===== src/rtl/pc_gen_if.sv =====
// Fetch-redirect bus between the pipeline control logic and the PC generator.
//   stall_i       : pipeline stall vector (bit 0 holds the PC)
//   branch_i      : branch redirect request
//   branch_addr_i : branch target
//   flush_i       : exception/trap redirect, highest priority
//   flush_addr_i  : trap vector
//   pc_o          : registered fetch address
//   ce_o          : fetch enable
//   redirect_o    : one-cycle pulse when pc_o was loaded from a redirect
//   pend_o        : a branch captured during a stall is waiting to be applied
interface pc_gen_if #(
  parameter int unsigned ADDR_WIDTH  = 32,
  parameter int unsigned STALL_WIDTH = 6
);
  logic [STALL_WIDTH-1:0] stall_i;
  logic                   branch_i;
  logic [ADDR_WIDTH-1:0]  branch_addr_i;
  logic                   flush_i;
  logic [ADDR_WIDTH-1:0]  flush_addr_i;
  logic [ADDR_WIDTH-1:0]  pc_o;
  logic                   ce_o;
  logic                   redirect_o;
  logic                   pend_o;

  modport master (
    output stall_i, branch_i, branch_addr_i, flush_i, flush_addr_i,
    input  pc_o, ce_o, redirect_o, pend_o
  );

  modport slave (
    input  stall_i, branch_i, branch_addr_i, flush_i, flush_addr_i,
    output pc_o, ce_o, redirect_o, pend_o
  );
endinterface


===== src/rtl/pc_gen.sv =====
// Program counter generator for the fetch stage.
// Produces the sequential fetch address, applies branch and trap redirects, and
// remembers a branch that arrives while the pipeline is stalled so it can be
// applied once the stall releases.
//   clk_i  : clock, all state updates on the rising edge
//   rst_ni : asynchronous active-low reset
//   bus    : pc_gen_if slave modport (stall/branch/flush in, pc/ce/redirect/pend out)
module pc_gen #(
  parameter int unsigned          ADDR_WIDTH   = 32,
  parameter logic [ADDR_WIDTH-1:0] RESET_VECTOR = '0,
  parameter int unsigned          INST_BYTES   = 4,
  parameter int unsigned          STALL_WIDTH  = 6
) (
  input  logic   clk_i,
  input  logic   rst_ni,
  pc_gen_if.slave bus
);

  // Value of stall_i[0] that holds the PC.
  localparam logic Stop = 1'b1;

  localparam logic [ADDR_WIDTH-1:0] Inc       = ADDR_WIDTH'(INST_BYTES);
  localparam logic [ADDR_WIDTH-1:0] AlignMask = ~(ADDR_WIDTH'(INST_BYTES - 1));
  localparam logic [ADDR_WIDTH-1:0] ResetPc   = RESET_VECTOR & AlignMask;

  typedef enum logic [1:0] {
    StIdle,
    StRun,
    StHoldPend
  } state_e;

  state_e                 state_q, state_d;
  logic [ADDR_WIDTH-1:0]  pc_q, pc_d;
  logic [ADDR_WIDTH-1:0]  pend_addr_q, pend_addr_d;
  logic                   redirect_q, redirect_d;

  logic [STALL_WIDTH-1:0] stall;
  logic                   stop;
  logic [ADDR_WIDTH-1:0]  branch_tgt;
  logic [ADDR_WIDTH-1:0]  flush_tgt;

  assign stall      = bus.stall_i;
  assign stop       = (stall[0] == Stop);
  assign branch_tgt = bus.branch_addr_i & AlignMask;
  assign flush_tgt  = bus.flush_addr_i & AlignMask;

  // Only bit 0 of the stall vector concerns the PC.
  if (STALL_WIDTH > 1) begin : g_unused_stall
    logic unused_stall;
    assign unused_stall = ^stall[STALL_WIDTH-1:1];
  end

  always_comb begin
    state_d     = state_q;
    pc_d        = pc_q;
    pend_addr_d = pend_addr_q;
    redirect_d  = 1'b0;

    case (state_q)
      // Inputs are ignored for the first edge after reset so that the first
      // fetch is the reset vector itself.
      StIdle: state_d = StRun;

      StRun, StHoldPend: begin
        if (bus.flush_i) begin
          pc_d        = flush_tgt;
          pend_addr_d = '0;
          redirect_d  = 1'b1;
          state_d     = StRun;
        end else if (state_q == StHoldPend && !stop) begin
          // Stall released: a same-cycle branch is newer than the pending one.
          pc_d        = bus.branch_i ? branch_tgt : pend_addr_q;
          pend_addr_d = '0;
          redirect_d  = 1'b1;
          state_d     = StRun;
        end else if (bus.branch_i && !stop) begin
          pc_d       = branch_tgt;
          redirect_d = 1'b1;
        end else if (bus.branch_i) begin
          // Stalled: capture the target (latest wins) and hold the PC.
          pend_addr_d = branch_tgt;
          state_d     = StHoldPend;
        end else if (!stop) begin
          pc_d = pc_q + Inc;
        end
      end

      default: begin
        state_d     = StIdle;
        pc_d        = ResetPc;
        pend_addr_d = '0;
      end
    endcase
  end

  always_ff @(posedge clk_i or negedge rst_ni) begin
    if (!rst_ni) begin
      state_q     <= StIdle;
      pc_q        <= ResetPc;
      pend_addr_q <= '0;
      redirect_q  <= 1'b0;
    end else begin
      state_q     <= state_d;
      pc_q        <= pc_d;
      pend_addr_q <= pend_addr_d;
      redirect_q  <= redirect_d;
    end
  end

  assign bus.pc_o       = pc_q;
  assign bus.ce_o       = (state_q != StIdle);
  assign bus.redirect_o = redirect_q;
  assign bus.pend_o     = (state_q == StHoldPend);

endmodule


===== src/flat_wrapper.sv =====
// flat-port wrapper written by rule: the top's interface ports become plain ports
module pc_gen_flat 
#(
  parameter int unsigned          ADDR_WIDTH   = 32,
  parameter logic [ADDR_WIDTH-1:0] RESET_VECTOR = '0,
  parameter int unsigned          INST_BYTES   = 4,
  parameter int unsigned          STALL_WIDTH  = 6
)
  (clk_i, rst_ni, bus_stall_i, bus_branch_i, bus_branch_addr_i, bus_flush_i, bus_flush_addr_i, bus_pc_o, bus_ce_o, bus_redirect_o, bus_pend_o);
  pc_gen_if #(.ADDR_WIDTH(ADDR_WIDTH), .STALL_WIDTH(STALL_WIDTH)) bus_i ();
  input  logic clk_i;
  input  logic rst_ni;
  input wire logic [$bits(bus_i.stall_i)-1:0] bus_stall_i;
  input wire logic [$bits(bus_i.branch_i)-1:0] bus_branch_i;
  input wire logic [$bits(bus_i.branch_addr_i)-1:0] bus_branch_addr_i;
  input wire logic [$bits(bus_i.flush_i)-1:0] bus_flush_i;
  input wire logic [$bits(bus_i.flush_addr_i)-1:0] bus_flush_addr_i;
  output wire logic [$bits(bus_i.pc_o)-1:0] bus_pc_o;
  output wire logic [$bits(bus_i.ce_o)-1:0] bus_ce_o;
  output wire logic [$bits(bus_i.redirect_o)-1:0] bus_redirect_o;
  output wire logic [$bits(bus_i.pend_o)-1:0] bus_pend_o;
  assign bus_i.stall_i = bus_stall_i;
  assign bus_i.branch_i = bus_branch_i;
  assign bus_i.branch_addr_i = bus_branch_addr_i;
  assign bus_i.flush_i = bus_flush_i;
  assign bus_i.flush_addr_i = bus_flush_addr_i;
  assign bus_pc_o = bus_i.pc_o;
  assign bus_ce_o = bus_i.ce_o;
  assign bus_redirect_o = bus_i.redirect_o;
  assign bus_pend_o = bus_i.pend_o;
  pc_gen #(.ADDR_WIDTH(ADDR_WIDTH), .RESET_VECTOR(RESET_VECTOR), .INST_BYTES(INST_BYTES), .STALL_WIDTH(STALL_WIDTH)) u_core (.clk_i(clk_i), .rst_ni(rst_ni), .bus(bus_i));
endmodule

===== config.mk =====
export PLATFORM = sky130hd
export DESIGN_NAME = pc_gen_flat
export DESIGN_NICKNAME = d
export VERILOG_FILES = /design/src/rtl/pc_gen_if.sv /design/src/rtl/pc_gen.sv /design/src/flat_wrapper.sv
export SDC_FILE = /design/constraint.sdc
export NUM_CORES = 1
export LEC_CHECK = 0
export BUFFER_PORTS_ARGS = -buffer_cell sky130_fd_sc_hd__buf_2
export CORE_UTILIZATION = 49
export CTS_CLUSTER_DIAMETER = 200
export CTS_CLUSTER_SIZE = 40
export DETAILED_ROUTE_END_ITERATION = 8
export PLACE_DENSITY = 0.79
export SYNTH_ARGS = -nofsm -noshare
export SYNTH_HDL_FRONTEND = slang
export SYNTH_SLANG_ARGS = --single-unit

===== constraint.sdc =====
create_clock -name clk_i -period 1.9 [get_ports clk_i]
set_input_delay 0.095 -clock clk_i [delete_from_list [all_inputs] [get_ports clk_i]]
set_output_delay 0.095 -clock clk_i [all_outputs]
set_load 0.005 [all_outputs]

== Word level (Yosys, flattened, before mapping) ==
Index checks and enable logic that the tools add are counted.
Operators by class
  add/sub/neg operators: 1
  eq/ne operators: 6
  mux-type cells: 20
  bitwise logic cells: 1
  reductions and logical operators: 9
Operator list (count)
  $mux 32: 9
  $pmux 32 s2: 2
  $add 32x3->32 const B: 1
  $ne 5x3->1 const B: 2
  $mux 2: 4
  $ne 4x3->1 const B: 2
  $mux 1: 4
  $pmux 2 s2: 1
  $reduce_and 2->1: 2
  $reduce_and 3->1: 1
  $eq 2x1->1 const B: 1
  $eq 2x2->1 const B: 1
  $logic_and 1x1->1: 2
  $logic_not 2->1: 1
  $reduce_bool 2->1: 1
  $reduce_or 2->1: 1
  $logic_not 1->1: 1
  $not 1->1: 1
Storage, ports and cells
  register bits: 67
  word-level logic and storage cells: 41
  output and inout bits: 35
  input port bits: 74

== Logic depth before layout (Yosys ltp) ==
  depth in word-level cells: 7
  gate-level depth with buffers: 9
  mapped depth without buffers: 7

== Least setup slack after synthesis ==
No wires, ideal clock.
  path type: reg-to-reg
  start point: reg u_core.state_q[0]
  end point: reg u_core.pc_q[22] (netlist: u_core.bus.pc_o[22])
  slack: -0.105 ns
  period minus slack after synthesis: 2.005 ns
  data required time: 1.834 ns
  arrival: 1.939 ns
  stages on the path, launching flop included: 10
  buffers on the path: 2
  setup time: 0.066 ns
  cell sequence: dfrtp_1 inv_1 ha_1 buf_2 nor2b_1 a21oi_1 buf_2 nand2_1 o41ai_1 a22o_1
On the way
  longest elaborated chain between the ends: 5
  elaborated cells on any way between the ends: 12
  classes of those cells: eq/ne (4); mux (3); bitwise (1); reduce/logical (4)
RTL lines
  start: declaration: line pc_gen.sv:32  | state_e state_q, state_d;
  start signal: assignment: line pc_gen.sv:98  | state_q <= StIdle;
  start signal: assignment: line pc_gen.sv:103  | state_q <= state_d;
  $eq 2x2->1: line pc_gen.sv:59, pc_gen.sv:70
  $logic_and 1x1->1: line pc_gen.sv:70  | end else if (state_q == StHoldPend && !stop) begin
  $mux 32: line pc_gen.sv:70
  $mux 32: line pc_gen.sv:65  | if (bus.flush_i) begin
  $pmux 32 s2: line pc_gen.sv:59  | case (state_q)
  end signal: assignment: line pc_gen.sv:99  | pc_q <= ResetPc;
  end signal: assignment: line pc_gen.sv:104  | pc_q <= pc_d;
  end: declaration: line pc_gen.sv:33  | logic [ADDR_WIDTH-1:0] pc_q, pc_d;
Parallel ways exist; a longest one is shown, timed or not.
A chain may end at the register's enable or synchronous reset.

== Final worst setup path ==
  start point: reg u_core.state_q[1]
  end point: reg u_core.pc_q[26] (netlist: u_core.bus.pc_o[26])
The elaborated chain is that of the path after synthesis.

==> results <==
- The flow ran to the end, but the final reports show violations.
- The checks that failed: hold timing, setup timing.
- In this run the mean area of a mapped cell was 8.69 um2.
- After technology mapping, the gate count stands at between 500 and 600.
- In the routed layout, each cell is associated on average with a via count of between 6 and 7.
- The count of buffers added on input and output ports is 99.
- The worst register-to-register path has a depth of 7.
- The HPWL after detailed placement is 11.2 mm.
- The boundary pin count is about 110.
- The completed layout was analyzed and its total power is around 7.7 mW.
- Data on the critical path is required at its endpoint by around 2.2 ns.
- Of all flip-flops after synthesis, the portion carrying an async set or reset was 100%.
- The number of synthesized register bits is 67.
- The worst hold path was traced through 2 stages.
- Setup repair after global routing could not meet its margin everywhere.
- The H-tree was split into 3 levels.
- For this block, the routed nets add up to about 17 mm of wire.
- CTS saw 67 sinks.
- After routing the design area is between 6000 and 7000 um2.
- The number of buffers created by CTS is 9.
- The post-synthesis cell area is 4360 um2.
- The cell leakage power is a little under 3 nW.
- The number of pins with negative max-slew slack in the final report is 0.
- The area after detailed placement is about 5500 um2.
- After detailed routing, the number of remaining DRC violations is 0.
- At the end of routability-driven placement, the weighted congestion stood at between 0.9 and 1.
- The synthesis-to-finish area growth is 44.7%.
- The repair_antennas step left the layout with diodes totalling 0.
- The core outline area is just under 9000 um2.
- The number of failing hold endpoints at the final stage came to 4.
- The maximum clock frequency is 446 MHz.
- The transition time at the pin with the least slew margin is between 0.7 and 0.8 ns.
- The first detailed-routing pass ran for 5 iterations.
- The maximum count of clock buffers along a single path is 2.
- The worst slew slack as a fraction of its limit is about 47%.
- In this run the critical register-to-register path is captured at u_core.bus.pc_o[26]$_DFFE_PN0P_.
- After the first detailed-routing iteration, the DRC count stood at 583.
- The share of the yosys chip area belonging to registers is between 30% and 40%.
- The first-pass GRT wire length is between 20 and 25 mm.
- The via count is about 5300.
- Leaving out fill and tap cells, the most frequent cell in the layout is buf_2.
- The library cells used most frequently in the layout, excluding fill and tap cells, are buf_2, buf_4, dfrtp_1, o21ai_0, nand2_1.
- The class of the most critical hold timing path is primary input to flip-flop.
- The power per cell area is ~1200 nW/um2.
- Measured along the x axis, the die boundary spans about 96 um.
- TritonCTS built the clock tree.
- The via count of the first global-routing pass was a little under 5000.
- The area share of the leading cell type in the synthesized netlist is approximately two fifths.
- Across the run, the number of max-cap violations was 0.
- Subtracting the final worst setup slack from the clock period gives around 2.2 ns.
- The worst-case IR drop observed on VDD is between 600 and 700 uV.
- The clock skew is 0.0106 ns.
- On the final layout, the worst hold slack is -0.00851 ns.
- The global-route usage over all layers is a little over a third.
- The worst setup path is captured at a flip-flop.
- Summed over all instances, the cell type with the most area after synthesis is dfrtp_1.
- The initial antenna violation count was 0.
- The startpoint kind of the worst setup timing path is a flip-flop.
- The number of nets at the end of the flow is 769.
- The final critical path takes up 118% of the cycle.
- The number of enable-type register cells in the synthesized netlist is 0.
- The fraction of layout instances using a drive strength above 1 is ~38%.
- The detail route stage leaves a number of antenna-violating nets equal to 0.
- Along the worst path, the maximum fanout reaches 5.
- In this run the worst setup path begins at u_core.state_q[1]$_DFFE_PN0P_.
- Clock latency on the worst-skew pair, taken at its later pin, is 0.36 ns.
- Entering global routing, the biggest net connects 42 pins.
- The initial utilization of the core area, before any placement, comes to about 50%.
- The count of final setup violators is 5.
- For this run the aggregate overflow at the end of global routing stands at 0.
- The terminating pin of the worst hold path is u_core.pend_addr_q[25]$_DFFE_PN0P_.
- The critical path start-end classification is flip-flop to flip-flop.
- Across all register-to-register paths, the minimum setup slack is -0.34 ns.
- The die outline area is around 9300 um2.
- The clock-pin slew reported for the worst setup and hold paths after clock tree synthesis is roughly 0.080 ns.
- In the final routed layout, each cell accounts on average for ~22 um.
- The worst min-delay path startpoint is bus_branch_addr_i[25].
- The number of placement rows is 34.
- In this run the vertical extent of the chip is approximately 96 um.
- Yosys attributes the largest share of cell area to dfrtp_1, a22o_1, o21ai_0, nand2_1, nor2_1.
- The arrival time at the worst endpoint is 2.50 ns.
- The count of synthesis-stage warnings from yosys is 0.
- The number of nets handed over by synthesis was 580.
- The number of library cell types mapped by synthesis is 65.
- For this run, the leading register cell type out of synthesis is dfrtp_1.
- The cell at the root of the clock tree is clkbuf_8.
- The launch instance of the worst register-to-register path is u_core.state_q[1]$_DFFE_PN0P_.
- Setup slack on the critical path of the routed design comes to -0.340 ns.
synthesized netlist by cell type (6+ instances only):
library cell	count
a21oi_1	22
a22o_1	33
a22oi_1	10
buf_2	12
clkbuf_1	21
dfrtp_1	67
inv_1	11
mux2i_1	12
nand2_1	47
nand2b_1	8
nand3_1	23
nand4_1	11
nor2_1	35
nor2b_1	7
nor3_1	14
o21ai_0	46
o22ai_1	7
o31ai_1	7
xor2_1	6
worst max path at each step:
stage | end | slack [ns] | depth (start not counted)
6_report | u_core.bus.pc_o[26]$_DFFE_PN0P_ | -0.34 | 7
5_1_grt | u_core.bus.pc_o[26]$_DFFE_PN0P_ | -0.30 | 7
4_1_cts | u_core.bus.pc_o[31]$_DFFE_PN0P_ | -0.04 | 8
3_5_place_dp | u_core.bus.pc_o[22]$_DFFE_PN0P_ | -0.27 | 7
3_3_place_gp | u_core.bus.pc_o[22]$_DFFE_PN0P_ | -0.20 | 8
2_1_floorplan | u_core.bus.pc_o[22]$_DFFE_PN0P_ | 0.0005 | 9
layer usage:
metal  wire length [um]  track usage (%)
met3               1840             6.24
met5                  0                0
met1               6370             45.7
met4               1060             21.9
met2               8050             54.6
registers in the layout (all words and copies together) (netlist names):
signal                 flops
u_core.bus.pc_o           32
u_core.bus.redirect_o      1
u_core.pend_addr_q        32
u_core.state_q             2
cell type report:
class | count | area [um2]
clock buffer | 11 | 151
clock inverter | 4 | 50.0
fill | 604 | 2370
inverter | 13 | 48.8
multi-input combinational | 384 | 2740
sequential | 67 | 1680
tap | 108 | 135
timing repair buffer | 216 | 1510
what timing repair did:
item / 4_1_cts / 5_1_grt
buffers inserted: 3 / 8
setup endpoints to repair: 41 / 56
pin swaps: 4 / 14
endpoints found under the hold margin: 48 / 0
gates resized for setup: 17 / 45
cloned: 0 / 1
hold buffers: 23 / 0
stage by stage:
| step | hold slack (ns) | TNS [ns] | worst slack (ns) | instances | util, % |
|---|---|---|---|---|---|
| 6_report | -0.00851 | -0.509 | -0.340 | 803 | 72.7 |
| 2_1_floorplan | -0.201 | 0 | 0.000484 | 502 | - |
| 5_1_grt | 0.00161 | -0.860 | -0.302 | 803 | 72.7 |
| 4_1_cts | 0.000207 | -0.0424 | -0.0424 | 794 | 69.7 |
| 3_3_place_gp | 0.142 | -1.86 | -0.199 | 753 | 63.5 |
| 3_5_place_dp | 0.162 | -3.52 | -0.270 | 753 | 63.5 |
critical path, stage by stage (launching register included):
cell,delay [ns]
dfrtp_1,0.41
buf_4,0.16
ha_4,0.18
or3b_2,0.19
o211ai_1,0.07
o21ai_0,0.63
o311ai_2,0.23
a22oi_1,0.25
power by group:
group	internal, mW	switching, mW	leakage, nW
clock network	0.669	0.608	0.0974
registers	1.83	0.384	0.894
logic	1.96	2.25	1.94
total	4.46	3.24	2.93
cells by family (layout without fill, tap and decap cells):
logic type | after synthesis | after routing | synth area share, %
multiplexers | 14 | 14 | 3.27
buffers and inverters | 51 | 244 | 4.79
XOR/XNOR | 10 | 10 | 2.01
flip-flops | 67 | 67 | 38.5
adder cells (fa/ha/maj) | 4 | 4 | 1.15
AND/OR/NAND/NOR | 177 | 177 | 21.3
AO/OA/AOI/OAI | 179 | 179 | 29.0
(Power assumes the default switching activity.)
